File: config.mk
export PLATFORM = sky130hd
export DESIGN_NAME = multicyc_ctrl_unit
export DESIGN_NICKNAME = d
export VERILOG_FILES = /design/src/rtl/multicyc_ctrl_unit.sv
export SDC_FILE = /design/constraint.sdc
export NUM_CORES = 1
export LEC_CHECK = 0
export ABC_AREA = 1
export CORE_MARGIN = 3
export CORE_UTILIZATION = 32
export DETAILED_ROUTE_END_ITERATION = 8
export GPL_ROUTABILITY_DRIVEN = 0
export PLACE_DENSITY = 0.82
export SYNTH_ARGS = -nofsm -noshare
export SYNTH_HDL_FRONTEND = slang
export SYNTH_SLANG_ARGS = --single-unit
File: constraint.sdc
create_clock -name iClk -period 1.95 [get_ports iClk]
set_clock_uncertainty 0.2 [all_clocks]
set_input_delay 0.585 -clock iClk [delete_from_list [all_inputs] [get_ports iClk]]
set_output_delay 0.585 -clock iClk [all_outputs]
set_load 0.02 [all_outputs]
File: src/rtl/multicyc_ctrl_unit.sv
// multicyc_ctrl_unit
// Control sequencer for the multi-cycle MIPS core. The instruction and data
// memories share one port, and the PC and branch adders are folded into the
// main ALU. Each instruction steps through FETCH, DECODE, EXEC-type, memory
// and writeback states. Memory states stall on iMemReady.
//
// Optional build macro: MULTICYC_JR_EN
//   defined   : R-type funct 0x08 (JR) goes to state JR (12) and loads PC from rs
//   undefined : R-type funct 0x08 is treated as an illegal instruction
//
// Ports:
//   iClk, iRst          clock, synchronous active-high reset
//   iOpCode, iFunct     opcode / funct from the instruction register
//   iAluZero            ALU zero flag (consumed by the datapath PC-write gate)
//   iMemReady           memory completed the current access this cycle
//   oPCWrite ..         datapath mux selects, write enables and ALUOp
//   oRetire             pulse on the last cycle of each completed instruction
//   oIllegal            pulse when an unsupported opcode/funct is decoded
//   oState              current state, for debug
module multicyc_ctrl_unit #(
  parameter int STATE_W = 4
) (
  input  logic               iClk,
  input  logic               iRst,
  input  logic [5:0]         iOpCode,
  input  logic [5:0]         iFunct,
  input  logic               iAluZero,
  input  logic               iMemReady,
  output logic               oPCWrite,
  output logic               oPCWriteCond,
  output logic               oBranchEq,
  output logic [1:0]         oPCSource,
  output logic               oIorD,
  output logic               oMemRead,
  output logic               oMemWrite,
  output logic               oIRWrite,
  output logic               oALUSrcA,
  output logic [1:0]         oALUSrcB,
  output logic [1:0]         oALUOp,
  output logic               oRegWrite,
  output logic               oRegDst,
  output logic               oMemtoReg,
  output logic               oRetire,
  output logic               oIllegal,
  output logic [STATE_W-1:0] oState
);

  typedef enum logic [STATE_W-1:0] {
    S_FETCH    = STATE_W'(0),
    S_DECODE   = STATE_W'(1),
    S_MEMADDR  = STATE_W'(2),
    S_MEMREAD  = STATE_W'(3),
    S_MEMWB    = STATE_W'(4),
    S_MEMWRITE = STATE_W'(5),
    S_EXEC     = STATE_W'(6),
    S_RWB      = STATE_W'(7),
    S_BRANCH   = STATE_W'(8),
    S_JUMP     = STATE_W'(9),
    S_IEXEC    = STATE_W'(10),
    S_IWB      = STATE_W'(11),
    S_JR       = STATE_W'(12)
  } state_t;

  localparam logic [5:0] OP_RTYPE = 6'h00;
  localparam logic [5:0] OP_J     = 6'h02;
  localparam logic [5:0] OP_BEQ   = 6'h04;
  localparam logic [5:0] OP_BNE   = 6'h05;
  localparam logic [5:0] OP_ADDI  = 6'h08;
  localparam logic [5:0] OP_ADDIU = 6'h09;
  localparam logic [5:0] OP_SLTI  = 6'h0a;
  localparam logic [5:0] OP_SLTIU = 6'h0b;
  localparam logic [5:0] OP_ANDI  = 6'h0c;
  localparam logic [5:0] OP_LUI   = 6'h0f;
  localparam logic [5:0] OP_LW    = 6'h23;
  localparam logic [5:0] OP_SW    = 6'h2b;
  localparam logic [5:0] FN_JR    = 6'h08;

  state_t state_q, state_d;

  // The zero flag is combined with oPCWriteCond/oBranchEq in the datapath.
  logic unused_alu_zero;
  assign unused_alu_zero = iAluZero;

  always_ff @(posedge iClk) begin
    if (iRst) state_q <= S_FETCH;
    else      state_q <= state_d;
  end

  assign oState = state_q;

  always_comb begin
    state_d      = S_FETCH;
    oPCWrite     = 1'b0;
    oPCWriteCond = 1'b0;
    oBranchEq    = 1'b0;
    oPCSource    = 2'b00;
    oIorD        = 1'b0;
    oMemRead     = 1'b0;
    oMemWrite    = 1'b0;
    oIRWrite     = 1'b0;
    oALUSrcA     = 1'b0;
    oALUSrcB     = 2'b00;
    oALUOp       = 2'b00;
    oRegWrite    = 1'b0;
    oRegDst      = 1'b0;
    oMemtoReg    = 1'b0;
    oRetire      = 1'b0;
    oIllegal     = 1'b0;

    case (state_q)
      S_FETCH: begin
        oMemRead = 1'b1;
        oALUSrcB = 2'b01;
        if (iMemReady) begin
          oIRWrite = 1'b1;
          oPCWrite = 1'b1;
          state_d  = S_DECODE;
        end else begin
          state_d  = S_FETCH;
        end
      end
      S_DECODE: begin
        // ALU precomputes PC + (imm << 2) for a possible branch.
        oALUSrcB = 2'b11;
        case (iOpCode)
          OP_LW, OP_SW:   state_d = S_MEMADDR;
          OP_BEQ, OP_BNE: state_d = S_BRANCH;
          OP_J:           state_d = S_JUMP;
          OP_ADDI, OP_ADDIU, OP_ANDI, OP_SLTI, OP_SLTIU, OP_LUI:
                          state_d = S_IEXEC;
          OP_RTYPE: begin
`ifdef MULTICYC_JR_EN
            if (iFunct == FN_JR) state_d = S_JR;
            else                 state_d = S_EXEC;
`else
            if (iFunct == FN_JR) begin
              state_d  = S_FETCH;
              oIllegal = 1'b1;
            end else begin
              state_d  = S_EXEC;
            end
`endif
          end
          default: begin
            state_d  = S_FETCH;
            oIllegal = 1'b1;
          end
        endcase
      end
      S_MEMADDR: begin
        oALUSrcA = 1'b1;
        oALUSrcB = 2'b10;
        state_d  = (iOpCode == OP_LW) ? S_MEMREAD : S_MEMWRITE;
      end
      S_MEMREAD: begin
        oMemRead = 1'b1;
        oIorD    = 1'b1;
        state_d  = iMemReady ? S_MEMWB : S_MEMREAD;
      end
      S_MEMWB: begin
        oRegWrite = 1'b1;
        oMemtoReg = 1'b1;
        oRetire   = 1'b1;
      end
      S_MEMWRITE: begin
        oMemWrite = 1'b1;
        oIorD     = 1'b1;
        oRetire   = iMemReady;
        state_d   = iMemReady ? S_FETCH : S_MEMWRITE;
      end
      S_EXEC: begin
        oALUSrcA = 1'b1;
        oALUOp   = 2'b10;
        state_d  = S_RWB;
      end
      S_RWB: begin
        oRegWrite = 1'b1;
        oRegDst   = 1'b1;
        oRetire   = 1'b1;
      end
      S_BRANCH: begin
        oALUSrcA     = 1'b1;
        oALUOp       = 2'b01;
        oPCWriteCond = 1'b1;
        oBranchEq    = (iOpCode == OP_BEQ);
        oPCSource    = 2'b01;
        oRetire      = 1'b1;
      end
      S_JUMP: begin
        oPCWrite  = 1'b1;
        oPCSource = 2'b10;
        oRetire   = 1'b1;
      end
      S_IEXEC: begin
        oALUSrcA = 1'b1;
        oALUSrcB = 2'b10;
        oALUOp   = 2'b11;
        state_d  = S_IWB;
      end
      S_IWB: begin
        oRegWrite = 1'b1;
        oRetire   = 1'b1;
      end
`ifdef MULTICYC_JR_EN
      S_JR: begin
        oPCWrite  = 1'b1;
        oPCSource = 2'b11;
        oRetire   = 1'b1;
      end
`endif
      default: state_d = S_FETCH;
    endcase

    // Reset abandons the instruction: no enable may fire in the reset cycle.
    if (iRst) begin
      oPCWrite     = 1'b0;
      oPCWriteCond = 1'b0;
      oMemRead     = 1'b0;
      oMemWrite    = 1'b0;
      oIRWrite     = 1'b0;
      oRegWrite    = 1'b0;
      oRetire      = 1'b0;
      oIllegal     = 1'b0;
    end
  end

endmodule

==> results of run 1 <==
==> cell families after synthesis <==
| family | after synthesis | share of synthesized area (%) |
|---|---|---|
| simple gates | 80 | 61.52 |
| flops | 4 | 13.91 |
| compound gates | 8 | 7.608 |
| buf+inv | 25 | 16.96 |
==> Yosys cell counts (2+ instances only) <==
library cell  count  share of area (%)
dfxtp_1           4                 14
nor3_1            3                2.6
inv_2             4                2.6
nand3_1          13                 11
nor2_1           27                 18
inv_1            20                 13
nand2_1          27                 18
a21oi_1           3                2.6
o21ai_0           2                1.7
nor2_2            4                4.3
nand4_1           2                2.2
==> metrics by stage <==
| stage | hold WS (ps) | util [%] | setup WS [ps] | area, sq um | cells |
|---|---|---|---|---|---|
| floorplan | 476.2 | - | -126.7 | 723.2 | 117 |
| global placement | 548.5 | 85.56 | -1258 | 1364 | 210 |
| detailed placement | 563.1 | 85.56 | -1289 | 1364 | 210 |
==> results.cfg, run 1 <==
[run_status]
status = did not finish
lastStage = clock tree synthesis
error = [ERROR DPL-0038] Utilization greater than 100%, impossible to legalize

[logic_synthesis]
yosysWarnings = 0
postSynthCellCount = 117
synth_nets = 133
ys_types = 19
ys_ff_latch = 4
async_flop_share_pct = 0
synth_top_flop_cell = dfxtp_1
syn_area_per_cell_sq_um = 4.919
synth_edf_count = 0
synth_area_sq_um = 575.6
ys_seq_area_share_pct = 13.91

[die]
die-height_microns = 48.41
fp-row-count = 14
die_w_microns = 48.41
ios = 39
start_util_pct = 36.11

[clock_network]
cts_resized = 211
post_cts_buffers = 13
cts_sinks = 4
htree_levels = 1
cts_hold_buffers = 0
cts.path.max_buffers = 2
cts_inserted_buffers = 3
cts-root-buf = clkbuf_4

[placement]
place_hpwl_mm = 2.026
io_buffers = 37
==> run 2, diff against run 1 <==
--- a/config.mk
+++ b/config.mk
@@ -6,11 +6,11 @@
 export NUM_CORES = 1
 export LEC_CHECK = 0
 export ABC_AREA = 1
-export CORE_MARGIN = 3
-export CORE_UTILIZATION = 32
+export CORE_AREA = 3 3 64 66
 export DETAILED_ROUTE_END_ITERATION = 8
+export DIE_AREA = 0 0 67 69
 export GPL_ROUTABILITY_DRIVEN = 0
-export PLACE_DENSITY = 0.82
+export PLACE_DENSITY_LB_ADDON = 0.15
 export SYNTH_ARGS = -nofsm -noshare
 export SYNTH_HDL_FRONTEND = slang
 export SYNTH_SLANG_ARGS = --single-unit
==> results.cfg, run 2 <==
[power]
irDropWorstVdd_mv = 0.1754
p_leak_nw = 0.9600
switching_share_pct = 32.37
pwr-share-seq_pct = 17.6
switchingPower_mw = 0.1558
combPwrFrac_pct = 47.2
power.share.clock_pct = 35.1
p_per_area_nw_per_um2 = 264.5
p_int_mw = 0.3254
power_mw = 0.4812

[clock_network]
cts_hold_buffers = 0
cts_tree = yes
htree_levels = 1
clkLatencyLatePin_ps = 210
path_clk_slew_ps = 30
cts.path.max_buffers = 2
cts_sinks = 4
cts-root-buf = clkbuf_8
cts_inserted_buffers = 3

[critical_path]
cp.required_ps = 1160
reg2reg_from = oState[1]$_SDFF_PP0_
crit_type = in -> out
worstPathArrival_ps = 1450
worstSetupEndpointType = output port
worstPathMaxFanout = 3
critPathLaunch = iOpCode[4]
startpoint_type = primary input

[detailed_routing]
routedWlPerCell_microns = 10.91
drc_errors = 0
ant_nets = 0
num_vias = 1065
drtIter0Drc = 16
via_per_inst = 4.144
drt_pass1_iterations = 3
wl_mm = 2.804

[logic_synthesis]
ys_ff_latch = 4
yosysWarnings = 0
synth_top_flop_cell = dfxtp_1
ys_seq_area_share_pct = 13.91
ys_types = 19
synthTopCellsByCount = nand2_1, nor2_1, inv_1
synth_area_leaders = nand2_1, nor2_1, dfxtp_1
postSynthCellCount = 117
synth_nets = 133
async_flop_share_pct = 0
synth_area_sq_um = 575.6
synth_top_cell_area_share_pct = 17.61
synth_largest_area_cell = nand2_1
synth_edf_count = 0
syn_area_per_cell_sq_um = 4.919

[run_status]
violations = negative setup slack
status = finished, violations left

[die]
die-height_microns = 69
die_area_sq_um = 4623
fp.coreArea_sq_um = 3633
start_util_pct = 15.84
ios = 39
die_w_microns = 67
fp-row-count = 22

[layout]
finalNonFillerCells = 257
layout_commonest_cell = buf_4
final_cell_mix = buf_4, buf_6, nor2_4
fillers = 383
nets = 227
final_area_sq_um = 1819
num_antenna_cells = 0
area_growth_pct = 216.1
largest_reg_flops = 4
layout-drive-gt1-share_pct = 76.08

[placement]
dp_cells = 241
dpl_cell_area_sq_um = 1446
dp_worst_setup_slack_ps = -1295
io_buffers = 37
place_hpwl_mm = 2.103

[global_route]
first_global_vias = 1069
grt_pass1_wl_mm = 4.478
antenna_found_initial = 0
overflow = 0
grt_max_degree = 7
grt.total_usage_pct = 12.21

[sta]
period_needed_ps = 2232
rsz0062_at_grt = yes
hold_viol = 0
setup_tns_ps = -1015
fin_crit_sh_pct = 114.5
setup_viol = 11
slew-limit-headroom_pct = 85.86
max_freq_mhz = 448.0
maxSlewViolCount = 0
worst_pin_slew_ps = 213.0
layout_setup_ws_ps = -282.0

[min_path]
hp-class = in -> reg
hold_start = iRst

[flow_run]
max_cap_viol_count = 0
-- run 2: cell counts after synthesis --
Identical to the previous run, type by type.
-- run 2: metal layers --
| layer | vias up | part of all wire [%] | track usage, % |
|---|---|---|---|
| met4 | 0 | 1.4 | 3.378 |
| li1 | 550 | - | - |
| met5 | - | 0 | 0 |
| met2 | 31 | 54 | 22.49 |
| met1 | 480 | 39 | 14.16 |
| met3 | 4 | 5.0 | 1.629 |
-- run 2: final cells by class --
cell class / count / area [sq um] / share of cell area (%)
Clock buffer: 3 / 41.29 / 2.270
Inverter: 24 / 117.6 / 6.465
Sequential cell: 4 / 92.59 / 5.089
Tap cell: 48 / 60.06 / 3.301
Multi-Input combinational cell: 88 / 710.7 / 39.06
Timing Repair Buffer: 90 / 797.0 / 43.81
-- run 2: power by group through the flow --
| stage | Clock (mW) | Combinational, mW | Sequential [mW] |
|---|---|---|---|
| floorplan | 0 | 0.0812 | 0.0919 |
| global placement | 0 | 0.190 | 0.0881 |
| detailed placement | 0 | 0.192 | 0.0881 |
| CTS | 0.176 | 0.215 | 0.0856 |
| global route | 0.178 | 0.245 | 0.0852 |
| finish | 0.169 | 0.227 | 0.0849 |
-- run 2: worst max-delay path, stage by stage --
cell	delay [ps]
buf_6	90
buf_6	110
nor2_4	90
nand3_2	80
nor2_4	170
nor2_2	60
nand2_2	70
a21oi_4	60
buf_6	120
-- run 2: final timing paths --
path                                              to  slack [ps]  cells past startpoint
worst min register to register  oState[1]$_SDFF_PP0_         660                      7
worst max-delay path                        oIllegal        -280                      9
worst min-delay path            oState[0]$_SDFF_PP0_         470                      3
worst max register to register  oState[1]$_SDFF_PP0_         340                     11
-- run 2: metrics by stage --
step / hold WS (ps) / util (%)
after floorplan: 476.2 / -
after global placement: 615.3 / 39.81
after detailed placement: 607.3 / 39.81
after CTS: 475.4 / 47.31
after global routing: 490.6 / 50.07
final: 472.7 / 50.07
-- run 2: cells by family (layout without fill, tap and decap cells) --
logic type / after synthesis / count (layout) / synth area share, %
simple gates: 80 / 80 / 61.52
buf+inv: 25 / 117 / 16.96
compound gates: 8 / 8 / 7.608
flops: 4 / 4 / 13.91
-- run 2: repair_timing --
item / 4_1_cts / 5_1_grt
pin swaps: 25 / 19
hold endpoints to repair: 0 / 0
resized for setup: 206 / 37
setup buffers: 12 / 6
endpoints found under the setup margin: 26 / 20
No activity file was read; power rests on OpenSTA's default activity.
==> run 3, diff against run 2 <==
--- a/config.mk
+++ b/config.mk
@@ -11,6 +11,8 @@
 export DIE_AREA = 0 0 67 69
 export GPL_ROUTABILITY_DRIVEN = 0
 export PLACE_DENSITY_LB_ADDON = 0.15
+export SKIP_CTS_REPAIR_TIMING = 1
+export SKIP_LAST_GASP = 1
 export SYNTH_ARGS = -nofsm -noshare
 export SYNTH_HDL_FRONTEND = slang
 export SYNTH_SLANG_ARGS = --single-unit
==> results.cfg, run 3 (same netlist as run 2, synthesis figures left out) <==
[sta]
maxSlewViolCount = 0
layout_setup_ws_ps = -314.2
setup_viol = 10
max_freq_mhz = 441.7
hold_ws_ps = 541.6
rsz0062_at_grt = yes
fin_crit_sh_pct = 116.1
worst_pin_slew_ps = 229.8
hold_viol = 0
setup_tns_ps = -1036
slew-limit-headroom_pct = 84.65
period_needed_ps = 2264

[power]
power.share.clock_pct = 35.9
p_leak_nw = 1.070
power_mw = 0.4694
p_per_area_nw_per_um2 = 266.7
irDropWorstVdd_mv = 0.1754
p_int_mw = 0.3196
pwr-share-seq_pct = 18.0
switchingPower_mw = 0.1498
switching_share_pct = 31.91
combPwrFrac_pct = 46.0

[global_route]
overflow = 0
antenna_found_initial = 0
grt_pass1_wl_mm = 3.857
grt.total_usage_pct = 10.42
grt_max_degree = 7
first_global_vias = 932

[detailed_routing]
drc_errors = 0
routedWlPerCell_microns = 11.05
drtIter0Drc = 22
wl_mm = 2.785
ant_nets = 0
via_per_inst = 4.067
drt_pass1_iterations = 4
num_vias = 1025

[critical_path]
reg2reg_slack_ps = 390
cp.required_ps = 1160
startpoint_type = primary input
worstSetupEndpointType = output port
worstPathMaxFanout = 3
worstPathArrival_ps = 1480
crit_type = in -> out

[run_status]
violations = negative setup slack
status = finished, violations left

[die]
fp-row-count = 22
fp.coreArea_sq_um = 3633
die_area_sq_um = 4623
die_w_microns = 67
die-height_microns = 69
ios = 39
start_util_pct = 15.84

[clock_network]
htree_levels = 1
path_clk_slew_ps = 30
cts_sinks = 4
cts_tree = yes
cts.path.max_buffers = 2
cts-root-buf = clkbuf_8
clkLatencyLatePin_ps = 210
cts_inserted_buffers = 3

[layout]
finalNonFillerCells = 252
layout_commonest_cell = buf_4
area_growth_pct = 205.9
layout-drive-gt1-share_pct = 66.67
nets = 222
finish.utilization_pct = 48.45
final_cell_mix = buf_4, buf_6, nor2_4
num_antenna_cells = 0
final_area_sq_um = 1760
largest_reg_flops = 4

[placement]
dp_worst_setup_slack_ps = -1295
io_buffers = 37
dp_cells = 241
dpl_cell_area_sq_um = 1446
place_hpwl_mm = 2.103

[flow_run]
max_cap_viol_count = 0

[min_path]
hp-class = in -> reg
## run 3: worst paths after layout
path | start | to | cells past startpoint
hold / removal | iRst | oState[0]$_SDFF_PP0_ | 3
hold reg to reg | oState[2]$_SDFF_PP0_ | oState[2]$_SDFF_PP0_ | 7
setup / recovery | iOpCode[4] | oIllegal | 8
setup reg to reg | oState[0]$_SDFF_PP0_ | oState[2]$_SDFF_PP0_ | 12
## run 3: critical path, stage by stage
cell and delay [ps]:
buf_8 100, buf_6 110, nor2_4 110, nand3_2 90, nor2_4 150, nand2b_4 70, a21oi_4 140, buf_6 130
## run 3: per-layer routing
| metal | vias to the layer above | track usage, % | wire (microns) |
|---|---|---|---|
| met4 | 0 | 3.378 | 14 |
| met3 | 2 | 1.954 | 160 |
| met5 | - | 0 | 0 |
| met2 | 31 | 17.14 | 1477 |
| li1 | 538 | - | - |
| met1 | 454 | 13.39 | 1132 |
## run 3: cell type report
class	instances	area, sq um
Fill cell	383	1873
Timing Repair Buffer	85	768.2
Multi-Input combinational cell	88	675.6
Inverter	24	120.1
Sequential cell	4	95.09
Tap cell	48	60.06
Clock buffer	3	41.29
## run 3: power groups by stage
stage / clock network [mW] / registers (mW) / logic, mW
after detailed placement: 0 / 0.0881 / 0.192
after floorplan: 0 / 0.0919 / 0.0812
after global routing: 0.178 / 0.0849 / 0.232
after CTS: 0.176 / 0.0870 / 0.193
after global placement: 0 / 0.0881 / 0.190
final: 0.169 / 0.0846 / 0.216
